**config.mk**
```make
export PLATFORM = sky130hd
export DESIGN_NAME = instr_mem_loader
export DESIGN_NICKNAME = d
export VERILOG_FILES = /design/src/rtl/instr_mem_loader.sv
export SDC_FILE = /design/constraint.sdc
export NUM_CORES = 1
export LEC_CHECK = 0
export ABC_AREA = 1
export BUFFER_PORTS_ARGS = -buffer_cell sky130_fd_sc_hd__buf_4
export CAP_MARGIN = 20
export CORE_MARGIN = 2
export CORE_UTILIZATION = 25
export CTS_CLUSTER_DIAMETER = 80
export DETAILED_ROUTE_END_ITERATION = 12
export GPL_TIMING_DRIVEN = 0
export PLACE_DENSITY = 0.45
export RECOVER_POWER = 25
export SLEW_MARGIN = 20
export SYNTH_ARGS = -nofsm -noshare
export SYNTH_HDL_FRONTEND = slang
export SYNTH_SLANG_ARGS = --single-unit
```
**constraint.sdc**
```tcl
create_clock -name i_clock -period 1.8 [get_ports i_clock]
set_input_delay 0.45 -clock i_clock [delete_from_list [all_inputs] [get_ports i_clock]]
set_output_delay 0.45 -clock i_clock [all_outputs]
set_load 0.01 [all_outputs]
```
**src/rtl/instr_mem_loader.sv**
```systemverilog
// Boot loader: streams instruction words into RAM from address 0, holds the CPU in reset
// until loaded. Optional trailer checksum enabled by INSTR_LOADER_CHECKSUM_EN.
module instr_mem_loader #(
    parameter int unsigned DATA_WIDTH = 16,
    parameter int unsigned ADDR_WIDTH = 8,
    parameter int unsigned RESET_HOLD = 2
) (
    input  logic                  i_clock,
    input  logic                  i_reset,
    input  logic                  i_start,
    input  logic [ADDR_WIDTH:0]   i_length,
    input  logic                  i_valid,
    output logic                  o_ready,
    input  logic [DATA_WIDTH-1:0] i_data,
    output logic                  o_mem_we,
    output logic [ADDR_WIDTH-1:0] o_mem_addr,
    output logic [DATA_WIDTH-1:0] o_mem_wdata,
    output logic                  o_cpu_reset_n,
    output logic                  o_done,
    output logic                  o_error,
    output logic [ADDR_WIDTH:0]   o_count
);

    typedef logic [ADDR_WIDTH:0] cnt_t;
    typedef enum logic [2:0] {StIdle, StLoad, StCheck, StHold, StRun, StErr} state_t;

    localparam cnt_t Depth = cnt_t'(1 << ADDR_WIDTH);

    state_t                state_q, state_d;
    cnt_t                  len_q, len_d;
    cnt_t                  count_q, count_d;
    logic [3:0]            hold_q, hold_d;
    logic                  ready_q, ready_d;
    logic                  we_q, we_d;
    logic [ADDR_WIDTH-1:0] addr_q, addr_d;
    logic [DATA_WIDTH-1:0] wdata_q, wdata_d;
    logic                  cpu_rst_n_q, cpu_rst_n_d;
    logic                  done_q, done_d;
    logic                  error_q, error_d;
`ifdef INSTR_LOADER_CHECKSUM_EN
    logic [DATA_WIDTH-1:0] sum_q, sum_d;
`endif

    logic length_ok;
    logic last_word;

    assign length_ok = (i_length != '0) && (i_length <= Depth);
    assign last_word = (count_q + cnt_t'(1)) == len_q;

    always_comb begin
        state_d     = state_q;
        len_d       = len_q;
        count_d     = count_q;
        hold_d      = hold_q;
        ready_d     = ready_q;
        we_d        = 1'b0;
        addr_d      = '0;
        wdata_d     = '0;
        cpu_rst_n_d = cpu_rst_n_q;
        done_d      = done_q;
        error_d     = error_q;
`ifdef INSTR_LOADER_CHECKSUM_EN
        sum_d       = sum_q;
`endif
        case (state_q)
            StIdle, StRun, StErr: begin
                // A new session always kills a running program first
                if (i_start) begin
                    cpu_rst_n_d = 1'b0;
                    done_d      = 1'b0;
                    if (length_ok) begin
                        state_d = StLoad;
                        len_d   = i_length;
                        count_d = '0;
                        ready_d = 1'b1;
                        error_d = 1'b0;
`ifdef INSTR_LOADER_CHECKSUM_EN
                        sum_d   = '0;
`endif
                    end else begin
                        state_d = StErr;
                        ready_d = 1'b0;
                        error_d = 1'b1;
                    end
                end
            end
            StLoad: begin
                if (i_valid && ready_q) begin
                    we_d    = 1'b1;
                    addr_d  = count_q[ADDR_WIDTH-1:0];
                    wdata_d = i_data;
                    count_d = count_q + cnt_t'(1);
`ifdef INSTR_LOADER_CHECKSUM_EN
                    sum_d   = sum_q + i_data;
                    if (last_word) begin
                        state_d = StCheck;
                    end
`else
                    if (last_word) begin
                        state_d = StHold;
                        ready_d = 1'b0;
                        hold_d  = '0;
                    end
`endif
                end
            end
`ifdef INSTR_LOADER_CHECKSUM_EN
            StCheck: begin
                // Trailer word is consumed here and never written to RAM
                if (i_valid) begin
                    ready_d = 1'b0;
                    if (i_data == sum_q) begin
                        state_d = StHold;
                        hold_d  = '0;
                    end else begin
                        state_d = StErr;
                        error_d = 1'b1;
                    end
                end
            end
`endif
            StHold: begin
                if (hold_q == 4'(RESET_HOLD)) begin
                    state_d     = StRun;
                    cpu_rst_n_d = 1'b1;
                    done_d      = 1'b1;
                end else begin
                    hold_d = hold_q + 4'd1;
                end
            end
            default: state_d = StIdle;
        endcase
    end

    always_ff @(posedge i_clock) begin
        if (!i_reset) begin
            state_q     <= StIdle;
            len_q       <= '0;
            count_q     <= '0;
            hold_q      <= '0;
            ready_q     <= 1'b0;
            we_q        <= 1'b0;
            addr_q      <= '0;
            wdata_q     <= '0;
            cpu_rst_n_q <= 1'b0;
            done_q      <= 1'b0;
            error_q     <= 1'b0;
`ifdef INSTR_LOADER_CHECKSUM_EN
            sum_q       <= '0;
`endif
        end else begin
            state_q     <= state_d;
            len_q       <= len_d;
            count_q     <= count_d;
            hold_q      <= hold_d;
            ready_q     <= ready_d;
            we_q        <= we_d;
            addr_q      <= addr_d;
            wdata_q     <= wdata_d;
            cpu_rst_n_q <= cpu_rst_n_d;
            done_q      <= done_d;
            error_q     <= error_d;
`ifdef INSTR_LOADER_CHECKSUM_EN
            sum_q       <= sum_d;
`endif
        end
    end

    assign o_ready       = ready_q;
    assign o_mem_we      = we_q;
    assign o_mem_addr    = addr_q;
    assign o_mem_wdata   = wdata_q;
    assign o_cpu_reset_n = cpu_rst_n_q;
    assign o_done        = done_q;
    assign o_error       = error_q;
    assign o_count       = count_q;

endmodule

```
### Yosys cells after proc, flatten, opt, wreduce, memory -nomap -nowiden

Index checks and enable logic that the tools add are counted.

| word-level totals | value |
|---|---|
| register bits | 53 |
| bits in latches | 0 |
| memory bits (writable) | 0 |
| bits in read-only memories | 0 |
| output and inout bits | 38 |
| word-level logic and storage cells | 66 |
| memories | 0 |

| operators by class | value |
|---|---|
| add/sub/neg operators | 2 |
| $mul | 0 |
| div/mod/pow operators | 0 |
| magnitude comparators | 1 |
| equal/unequal tests | 12 |
| shift-type cells | 0 |
| mux-type cells | 24 |
| bitwise operators | 0 |
| reduce and logical (&&, ||, !) cells | 17 |

Operator list:

| operator | number |
|---|---|
| $mux W9 | 3 |
| $pmux W9 S2 | 1 |
| $reduce_and A4 Y1 | 4 |
| $mux W3 | 5 |
| $mux W4 | 3 |
| $ne A2 B2 Y1 const B | 6 |
| $add A9 B1 Y9 const B | 1 |
| $eq A9 B9 Y1 | 1 |
| $le A9 B9 Y1 const B | 1 |
| $pmux W3 S3 | 1 |
| $reduce_and A3 Y1 | 3 |
| $reduce_bool A9 Y1 | 1 |
| $mux W1 | 8 |
| $pmux W4 S2 | 1 |
| $eq A3 B3 Y1 const B | 2 |
| $reduce_bool A2 Y1 | 3 |
| $add A4 B1 Y4 const B | 1 |
| $eq A4 B2 Y1 const B | 1 |
| $pmux W1 S2 | 2 |
| $reduce_and A2 Y1 | 2 |
| $eq A3 B1 Y1 const B | 1 |
| $eq A3 B2 Y1 const B | 1 |
| $logic_not A3 Y1 | 1 |
| $reduce_or A3 Y1 | 1 |
| $logic_and A1 B1 Y1 | 2 |

### Longest topological paths before layout

Gate-level depths: netlist of run 1.

| depth | value |
|---|---|
| word-level depth | 5 |
| gate-level depth with buffers | 14 |

### Least setup slack after synthesis of run 1

No wires, ideal clock.

| path | value |
|---|---|
| kind | flip-flop to flip-flop |
| from | reg count_q[0] (netlist: o_count[0]) |
| to | reg state_q[0] |
| data arrival time | 1578 ps |
| slack | 90 ps |
| cell stages (with the launch flop) | 13 |
| period minus slack after synthesis | 1710 ps |
| cell sequence | dfxtp_1 -> ha_1 -> nand2_2 -> nor2_4 -> nand3_1 -> nand3_1 -> nand2_1 -> nor2_2 -> nand3_2 -> nand2_4 -> nand2_1 -> nand2_1 -> a21oi_1 |

| on the way | value |
|---|---|
| longest elaborated chain between the ends | 4 |

RTL lines:

| element | line | RTL |
|---|---|---|
| start: declaration | 31 | `cnt_t count_q, count_d;` |
| start signal: assignment | 154 | `count_q <= count_d;` |
| $add A9 B1 Y9 | 48 | `assign last_word = (count_q + cnt_t'(1)) == len_q;` |
| $eq A9 B9 Y1 | 48 |  |
| $ne A2 B2 Y1 (no source line) | -- |  |
| $reduce_and A4 Y1 (no source line) | -- |  |
| end signal: assignment | 137 | `state_q <= StIdle;` |
| end signal: assignment | 152 | `state_q <= state_d;` |
| end: declaration | 29 | `state_t state_q, state_d;` |

Every way passes these cells.
A chain may end at the register's enable or synchronous reset.

### Worst setup path in the final report of run 1

| path | value |
|---|---|
| from | reg count_q[1] (netlist: o_count[1]) |
| to | reg state_q[0] |

The elaborated chain is that of the path after synthesis.

==> results of run 1 <==
[worst max-delay path, stage by stage (launching register included)]
cell	delay (ps)
sky130_fd_sc_hd__dfxtp_2	350
sky130_fd_sc_hd__ha_4	270
sky130_fd_sc_hd__nor2_1	40
sky130_fd_sc_hd__nor2_1	80
sky130_fd_sc_hd__nand3_1	90
sky130_fd_sc_hd__nor2_2	150
sky130_fd_sc_hd__nand3_2	110
sky130_fd_sc_hd__nor2_4	150
sky130_fd_sc_hd__nand3_4	110
sky130_fd_sc_hd__nand2_4	110
sky130_fd_sc_hd__nand2_1	80
sky130_fd_sc_hd__nand2_1	60
sky130_fd_sc_hd__a21oi_1	50
[power groups by stage]
stage,sequential [mW],clock [mW],combinational (mW)
floorplan,1.54,0,0.854
global placement,1.53,0,1.30
detailed placement,1.54,0,1.30
CTS,1.52,0.861,1.39
global route,1.55,0.909,1.61
finish,1.51,0.824,1.42
[area by class of cell]
class / instances / area share [%]
inverter: 50 / 6.22
multi-input combinational: 191 / 33.5
timing repair buffer: 69 / 15.0
buffer: 9 / 1.70
sequential: 53 / 35.4
clock inverter: 3 / 1.45
clock buffer: 5 / 2.28
tap: 108 / 4.48
[synthesized netlist by cell type (3+ instances only)]
master | instances | area [µm²]
sky130_fd_sc_hd__nor2_2 | 3 | 18.8
sky130_fd_sc_hd__a21oi_1 | 21 | 105
sky130_fd_sc_hd__nor2_1 | 41 | 154
sky130_fd_sc_hd__a211oi_1 | 10 | 75.1
sky130_fd_sc_hd__nand3_1 | 22 | 110
sky130_fd_sc_hd__ha_1 | 3 | 37.5
sky130_fd_sc_hd__xor2_1 | 4 | 35.0
sky130_fd_sc_hd__a31oi_1 | 5 | 31.3
sky130_fd_sc_hd__nand2_1 | 50 | 188
sky130_fd_sc_hd__inv_1 | 48 | 180
sky130_fd_sc_hd__o21ai_0 | 13 | 65.1
sky130_fd_sc_hd__clkbuf_1 | 3 | 11.3
sky130_fd_sc_hd__buf_2 | 3 | 15.0
sky130_fd_sc_hd__nand2_2 | 7 | 43.8
sky130_fd_sc_hd__dfxtp_1 | 53 | 1060
[final timing paths]
path / from / to / slack (ps) / depth (start not counted)
setup / recovery: o_count[1] / state_q[0] / 20 / 12
setup reg to reg: o_count[1] / state_q[0] / 20 / 12
hold / removal: i_data[15] / o_mem_wdata[15] / 340 / 3
hold reg to reg: hold_q[3] / hold_q[3] / 470 / 2
[metal layers]
layer	part of all wire [%]	up-vias	routed length, µm	track usage (%)
met5	0	-	0	0
met4	0.89	0	50	3.37
met3	6.5	5	365	2.84
met1	52	898	2910	16.6
li1	-	1112	-	-
met2	41	66	2320	18.3
[logic make-up (layout without fill, tap and decap cells)]
kind of cell               count (synthesis)  after routing
AOI/OAI and AO/OA                         53             53
xor gates and xnor gates                   4              4
adders and majority gates                  3              3
buffers and inverters                     59            136
and+or+nand+nor                          130            131
DFF                                       53             53
[metrics by stage]
step	setup TNS (ps)	area, µm²
4_1_cts	0	3060
5_1_grt	-1430	3020
2_1_floorplan	0	2260
3_3_place_gp	-3050	2890
3_5_place_dp	-3120	2890
6_report	0	3020
[timing repair]
action	CTS	global route
setup buffers	2	1
gates resized for setup	10	4
gates cloned	1	0
pin swaps	3	6
endpoints found under the setup margin	8	24
[sequential cells by signal, indices dropped and copies added, names as in the netlist]
name,cells
o_done,1
state_q,3
o_mem_wdata,16
o_ready,1
len_q,9
o_mem_we,1
o_count,9
o_mem_addr,8
hold_q,4
o_error,1
==> impl_results.rst, run 1 <==
.. list-table::
   :header-rows: 1

   * - Metric
     - Value
   * - Outcome
     - complete, no violations
   * - Final Hold Viols
     - 0
   * - Bufs on Longest Clock Path
     - 2
   * - FF+latch area
     - 1070 µm²
   * - Design Power
     - 3.76 mW
   * - Proportion of synthesized area in mux cells
     - 0%
   * - Final estimated routing congestion in global placement
     - 0.799
   * - Number of hold buffers added after cts
     - 0
   * - Total vias in the final route
     - 2081
   * - Sinks on the clock net
     - 53
   * - Most frequent cells in the layout
     - sky130_fd_sc_hd__buf_4 (53), sky130_fd_sc_hd__dfxtp_1 (50), sky130_fd_sc_hd__nand2_1 (49), sky130_fd_sc_hd__inv_1 (48), sky130_fd_sc_hd__nor2_1 (40)
   * - Type of destination of the critical path
     - register
   * - Yosys warnings
     - 0
   * - CTS root buf
     - sky130_fd_sc_hd__clkbuf_8
   * - Largest vdd supply drop
     - 0.636 mV
   * - Post-Route Hold Slack
     - 342 ps
   * - DRT Wirelength
     - 5.65 mm
   * - Initial antenna violation count
     - 0
   * - Critical-path maximum fanout
     - 5
   * - Fill cell total of the finished layout
     - 958
   * - Setup Slack @ Placement
     - -150 ps
   * - Leakage dissipation
     - 1.34 nW
   * - Non-filler instance count after layout
     - 488
   * - Syn avg cell area
     - 7.47 µm²
   * - Vias in the first global route
     - 2023
   * - Clk pwr share
     - 21.9%
   * - Min-Delay Path Class
     - in2reg
   * - Area of the core
     - 8720 µm²
   * - Core occupancy in the finished layout
     - 34.6%
   * - Classification of the worst setup path
     - reg2reg
   * - Combinational share of power
     - 37.8%
   * - Gate Count Post-Synth
     - 302
   * - TritonCTS clock tree
     - done
   * - Dpl cells
     - 476
   * - Worst clock skew
     - 16.3 ps
   * - Post-synth design cell area
     - 2260 µm²
   * - Combinational family with the most area after synthesis
     - simple AND/OR/NAND/NOR gates
   * - Num rows
     - 34
   * - Switching power share of the total
     - 37.7%
   * - Starting DRC count in detailed routing
     - 78
   * - Area growth, synth to finish
     - 33.8%
   * - Net count after synthesis
     - 334
   * - Wire length of the first global-routing pass
     - 9.45 mm
   * - Fmax achieved
     - 563 MHz
   * - Setup-violating endpoint count in the final report
     - 0
   * - Half-perimeter wire length of the detailed placement result
     - 4.27 mm
   * - Number of violations of the max-capacitance limit
     - 0
   * - Sequential fraction of the synthesis area
     - 47.0%
   * - Cell internal pwr
     - 2.34 mW
   * - Final Worst Setup Slack
     - 24.2 ps
   * - Period minus WS final
     - 1780 ps
   * - Share of synthesized cell area in and, or, nand and nor gates
     - 25.7%
   * - TritonRoute pass-1 iters
     - 4
   * - Register bit count reported by yosys
     - 53
   * - DRC
     - 0
   * - Required time at the worst-slack endpoint
     - 1980 ps
   * - Routed WL per cell
     - 11.6 µm
   * - Number of levels the H-tree was split into
     - 2
   * - Die extent in x
     - 99.0 µm
   * - Number of distinct library cell variants in the gate-level netlist after synthesis
     - 29
   * - Most common cell after layout, fill and taps aside
     - sky130_fd_sc_hd__buf_4
   * - Top-Level Pins
     - 67
   * - Xor-xnor portion of the synthesized cell area
     - 1.55%
   * - Sequential share of power
     - 40.3%
   * - Ratio of cells with drive above 1 in the final layout
     - 23.9%
   * - Post-route fraction of the period consumed by the critical path
     - 98.7%
   * - Setup repair after global routing missed its margin
     - yes
   * - Number of flops mapped to enable cells by yosys
     - 0
   * - DIE AREA
     - 9800 µm²
   * - Maximum number of pins on one net before global-route repair
     - 18
   * - Relative slew margins
     - 63.7%
   * - Number of buffers created by CTS
     - 5
   * - Final nets
     - 411
   * - Vertical extent of the die
     - 99.0 µm
   * - Top flip-flop cell by instance count after synthesis
     - sky130_fd_sc_hd__dfxtp_1
   * - Starting utilization of the core area
     - 25.9%
   * - Tot GR Track Use
     - 11.9%
   * - Net switching power figure
     - 1.42 mW
   * - Worst-Skew Late Latency
     - 310 ps
   * - Synth async-reset ratio
     - 0%
   * - Measured slew at the worst slew-check pin
     - 545 ps
   * - Worst EP arrival
     - 1960 ps
   * - Max-slew violations
     - 0
   * - Startpoint Class
     - register
   * - Leftover overflow at the end of global routing
     - 0
   * - Final antenna-violating net count
     - 0
   * - Fraction of the mapped netlist area in adder cells
     - 1.66%
   * - Routed vias/inst
     - 4.26
   * - Clock slew at the register clock pins of the worst setup and hold paths
     - 110 ps
   * - Cell area power density
     - 1250 nW/µm²
   * - Multi-input gate area in the final layout
     - 1010 µm²
   * - Synth Area in Compound Gates
     - 13.5%
   * - Input/output buffers
     - 66
   * - Diodes inserted
     - 0
Power figures use the tool's default switching activity.
==> run 2, diff against run 1 <==
--- a/config.mk
+++ b/config.mk
@@ -5,7 +5,6 @@
 export SDC_FILE = /design/constraint.sdc
 export NUM_CORES = 1
 export LEC_CHECK = 0
-export ABC_AREA = 1
 export BUFFER_PORTS_ARGS = -buffer_cell sky130_fd_sc_hd__buf_4
 export CAP_MARGIN = 20
 export CORE_MARGIN = 2
@@ -13,7 +12,7 @@
 export CTS_CLUSTER_DIAMETER = 80
 export DETAILED_ROUTE_END_ITERATION = 12
 export GPL_TIMING_DRIVEN = 0
-export PLACE_DENSITY = 0.45
+export PLACE_DENSITY = 0.44
 export RECOVER_POWER = 25
 export SLEW_MARGIN = 20
 export SYNTH_ARGS = -nofsm -noshare
==> impl_results.rst, run 2 <==
.. list-table::
   :header-rows: 1

   * - Metric
     - Value
   * - Final antenna-violating net count
     - 0 (unchanged)
   * - Area leader, netlist
     - sky130_fd_sc_hd__dfxtp_1
   * - Final nets
     - 360 (-12%)
   * - Num rows
     - 35 (+2.9%)
   * - Number of flops mapped to enable cells by yosys
     - 0 (unchanged)
   * - Number of buffers created by CTS
     - 5 (unchanged)
   * - Worst EP arrival
     - 2220 ps (+260 ps)
   * - Synth async-reset ratio
     - 0% (unchanged)
   * - Max-slew violations
     - 0 (unchanged)
   * - Routed vias/inst
     - 4.57 (+7.2%)
   * - Bufs on Longest Clock Path
     - 2 (unchanged)
   * - Setup-violating endpoint count in the final report
     - 6 (+6)
   * - Leakage dissipation
     - 1.31 nW (-1.8%)
   * - Clock slew at the register clock pins of the worst setup and hold paths
     - 100 ps (about the same)
   * - Number of violations of the max-capacitance limit
     - 0 (unchanged)
   * - Final Worst Setup Slack
     - -226 ps (-250 ps)
   * - Area of the core
     - 9110 µm² (+4.4%)
   * - Starting DRC count in detailed routing
     - 63 (-19%)
   * - Sequential fraction of the synthesis area
     - 46.0% (-1.0 points)
   * - Critical-path maximum fanout
     - 5 (unchanged)
   * - Top flip-flop cell by instance count after synthesis
     - sky130_fd_sc_hd__dfxtp_1
   * - Required time at the worst-slack endpoint
     - 1990 ps (about the same)
   * - Initial antenna violation count
     - 0 (unchanged)
   * - Maximum number of pins on one net before global-route repair
     - 16 (-2)
   * - Final estimated routing congestion in global placement
     - 0.788 (-1.4%)
   * - Final Hold Viols
     - 0 (unchanged)
   * - Sinks on the clock net
     - 53 (unchanged)
   * - Area fraction of the dominant cell type after synthesis
     - 46.0% (-1.0 points)
   * - Violated checks
     - negative setup slack
   * - DRT Wirelength
     - 6.20 mm (+9.9%)
   * - Die extent in x
     - 100 µm (+1.0%)
   * - Ranking of synthesized cells by area
     - sky130_fd_sc_hd__dfxtp_1 (46%), sky130_fd_sc_hd__and3_1 (8.1%), sky130_fd_sc_hd__a21oi_1 (4.3%), sky130_fd_sc_hd__nor2_1 (4.1%), sky130_fd_sc_hd__mux2i_1 (3.9%)
   * - Syn avg cell area
     - 9.29 µm² (+24%)
   * - Most frequent cells in the layout
     - sky130_fd_sc_hd__buf_4 (57), sky130_fd_sc_hd__dfxtp_1 (48), sky130_fd_sc_hd__and3_1 (29), sky130_fd_sc_hd__clkbuf_1 (28), sky130_fd_sc_hd__nor2_1 (24)
   * - Largest vdd supply drop
     - 0.284 mV (-55%)
   * - Beginning of the critical path
     - o_count[0]
   * - Routed WL per cell
     - 14.1 µm (+22%)
   * - Total vias in the final route
     - 2006 (-3.6%)
   * - Min-Delay Path Class
     - in2reg
   * - Relative slew margins
     - 60.4% (-3.3 points)
   * - Final-layout setup total negative slack
     - -1110 ps (-1110 ps)
   * - Measured slew at the worst slew-check pin
     - 594 ps (+49.2 ps)
   * - Fill cell total of the finished layout
     - 992 (+3.5%)
   * - Number of distinct library cell variants in the gate-level netlist after synthesis
     - 45 (+55%)
   * - TritonRoute pass-1 iters
     - 4 (unchanged)
   * - Leftover overflow at the end of global routing
     - 0 (unchanged)
   * - Wire length of the first global-routing pass
     - 9.74 mm (+3.0%)
   * - DRC
     - 0 (unchanged)
   * - Post-synth design cell area
     - 2300 µm² (+2.2%)
   * - Diodes inserted
     - 0 (unchanged)
   * - Worst-Skew Late Latency
     - 300 ps (about the same)
   * - Type of destination of the critical path
     - register
   * - Most common cell in the synthesized netlist
     - sky130_fd_sc_hd__dfxtp_1
   * - Max reg flops
     - 16 (unchanged)
   * - Reg2Reg Depth
     - 8 (-4)
   * - Setup crit end
     - hold_q[0]
   * - Vias in the first global route
     - 1933 (-4.4%)
   * - Period minus WS final
     - 2030 ps (+250 ps)
   * - Number of levels the H-tree was split into
     - 2 (unchanged)
   * - Top-Level Pins
     - 67 (unchanged)
   * - Worst clock skew
     - 6.25 ps (-10.1 ps)
   * - Classification of the worst setup path
     - reg2reg
   * - Ratio of cells with drive above 1 in the final layout
     - 28.4% (+4.4 points)
   * - Setup repair after global routing missed its margin
     - yes
   * - Net count after synthesis
     - 280 (-16%)
   * - Core occupancy in the finished layout
     - 34.2% (-0.40 points)
   * - Cell area power density
     - 687 nW/µm² (-45%)
   * - Vertical extent of the die
     - 100 µm (+1.0%)
   * - DIE AREA
     - 10000 µm² (+2.1%)
   * - Area growth, synth to finish
     - 35.2%
   * - Setup slack on the worst flop-to-flop path
     - -230 ps (-250 ps)
   * - Fmax achieved
     - 494 MHz (-12%)
   * - Post-route fraction of the period consumed by the critical path
     - 113% (+14 points)
   * - Yosys warnings
     - 0 (unchanged)
   * - TritonCTS clock tree
     - done
   * - Register bit count reported by yosys
     - 53 (unchanged)
   * - Tot GR Track Use
     - 12.4% (+0.46 points)
   * - Outcome
     - finished, violations left
   * - Reg-to-Reg Start
     - o_count[0]
   * - Input/output buffers
     - 65 (-1.5%)
   * - Starting utilization of the core area
     - 25.3% (-0.57 points)
   * - Gate Count Post-Synth
     - 248 (-18%)
   * - Startpoint Class
     - register
   * - Most common cell after layout, fill and taps aside
     - sky130_fd_sc_hd__buf_4
   * - CTS root buf
     - sky130_fd_sc_hd__clkbuf_8
   * - Half-perimeter wire length of the detailed placement result
     - 4.53 mm (+6.1%)
   * - Most common library cells after synthesis
     - sky130_fd_sc_hd__dfxtp_1 (53), sky130_fd_sc_hd__and3_1 (30), sky130_fd_sc_hd__nor2_1 (25)
   * - Worst flop-to-flop path endpoint
     - hold_q[0]
==> run 2: cell types whose count changed in the layout (fill, tap and decap cells not counted), sizes merged, moves of 4 or more <==
cell    before  now
clkbuf      26   36
a31oi        5    0
nand2       59   11
xnor2        0    7
nor2        46   26
nand3       24    8
inv         50    3
mux2i        0    9
a211oi      10    4
nand3b       0    6
and3         0   30
or3          0    4
==> run 2: worst min-delay path by stage <==
stage,end,depth (start not counted),slack [ps],startpoint
final,o_mem_wdata[1],2,370,i_data[1]
after CTS,o_mem_wdata[1],2,360,i_data[1]
after detailed placement,o_error,2,470,o_error
after global placement,o_error,2,460,o_error
after floorplan,state_q[2],2,450,state_q[2]
after global routing,o_mem_wdata[10],2,350,i_data[10]
==> run 2: kinds of logic (layout without fill, tap and decap cells) <==
| group | count (synthesis) | after routing | share of synthesized area [%] |
|---|---|---|---|
| DFF | 53 | 53 | 46.0 |
| muxes | 9 | 9 | 3.91 |
| and+or+nand+nor | 102 | 102 | 26.5 |
| adders and majority gates | 3 | 3 | 1.63 |
| buffers and inverters | 20 | 100 | 3.69 |
| xor gates and xnor gates | 12 | 12 | 4.56 |
| AOI/OAI and AO/OA | 49 | 49 | 13.7 |
==> run 2: metrics by stage <==
| stage | cell area (µm²) | instances | setup WS [ps] | total power [mW] | hold slack, ps |
|---|---|---|---|---|---|
| 5_1_grt | 3120 | 439 | -312 | 2.25 | 355 |
| 2_1_floorplan | 2330 | 248 | -71.4 | 1.35 | 450 |
| 6_report | 3120 | 439 | -226 | 2.14 | 375 |
| 3_3_place_gp | 2960 | 424 | -396 | 1.46 | 460 |
| 4_1_cts | 3140 | 437 | -269 | 2.18 | 360 |
| 3_5_place_dp | 2960 | 424 | -428 | 1.46 | 466 |
==> run 2: final cells by class <==
cell class	count	area (µm²)	share of cell area (%)
multi-input cells	175	1230	39.5
flip-flops and latches	53	1070	34.4
repair buffers	74	477	15.3
well taps	111	139	4.46
plain buffers	16	96.3	3.09
clock buffers	6	82.6	2.65
inverters	3	11.3	0.361
clock inverters	1	6.26	0.201
==> run 2: where the power goes <==
part           internal [mW]  total [mW]  switching (mW)
clock network          0.306       0.692           0.386
registers               1.19        1.21          0.0172
logic                  0.114       0.241           0.127
==> run 2: critical path: stages (launching register included) <==
cell and delay, ps:
sky130_fd_sc_hd__dfxtp_4 380, sky130_fd_sc_hd__ha_4 150, sky130_fd_sc_hd__nand3_4 70, sky130_fd_sc_hd__or3_4 380, sky130_fd_sc_hd__a2111oi_4 400, sky130_fd_sc_hd__nand4_4 200
sky130_fd_sc_hd__buf_4 200, sky130_fd_sc_hd__nand2b_4 70, sky130_fd_sc_hd__a211oi_2 60
==> run 2: repair_timing <==
action / in CTS / in global routing
gates resized for setup: 12 / 17
endpoints found under the hold margin: 0 / 0
hold buffers: 0 / 0
endpoints found under the setup margin: 38 / 24
pin swaps: 8 / 7
buffers inserted: 7 / 2
==> run 2: per-layer routing <==
layer / vias up / global-route usage [%] / part of all wire, %
li1: 1035 / - / -
met1: 908 / 17.1 / 51
met2: 56 / 19.1 / 42
met3: 7 / 3.34 / 6.4
met4: 0 / 3.27 / 1.1
met5: - / 0 / 0
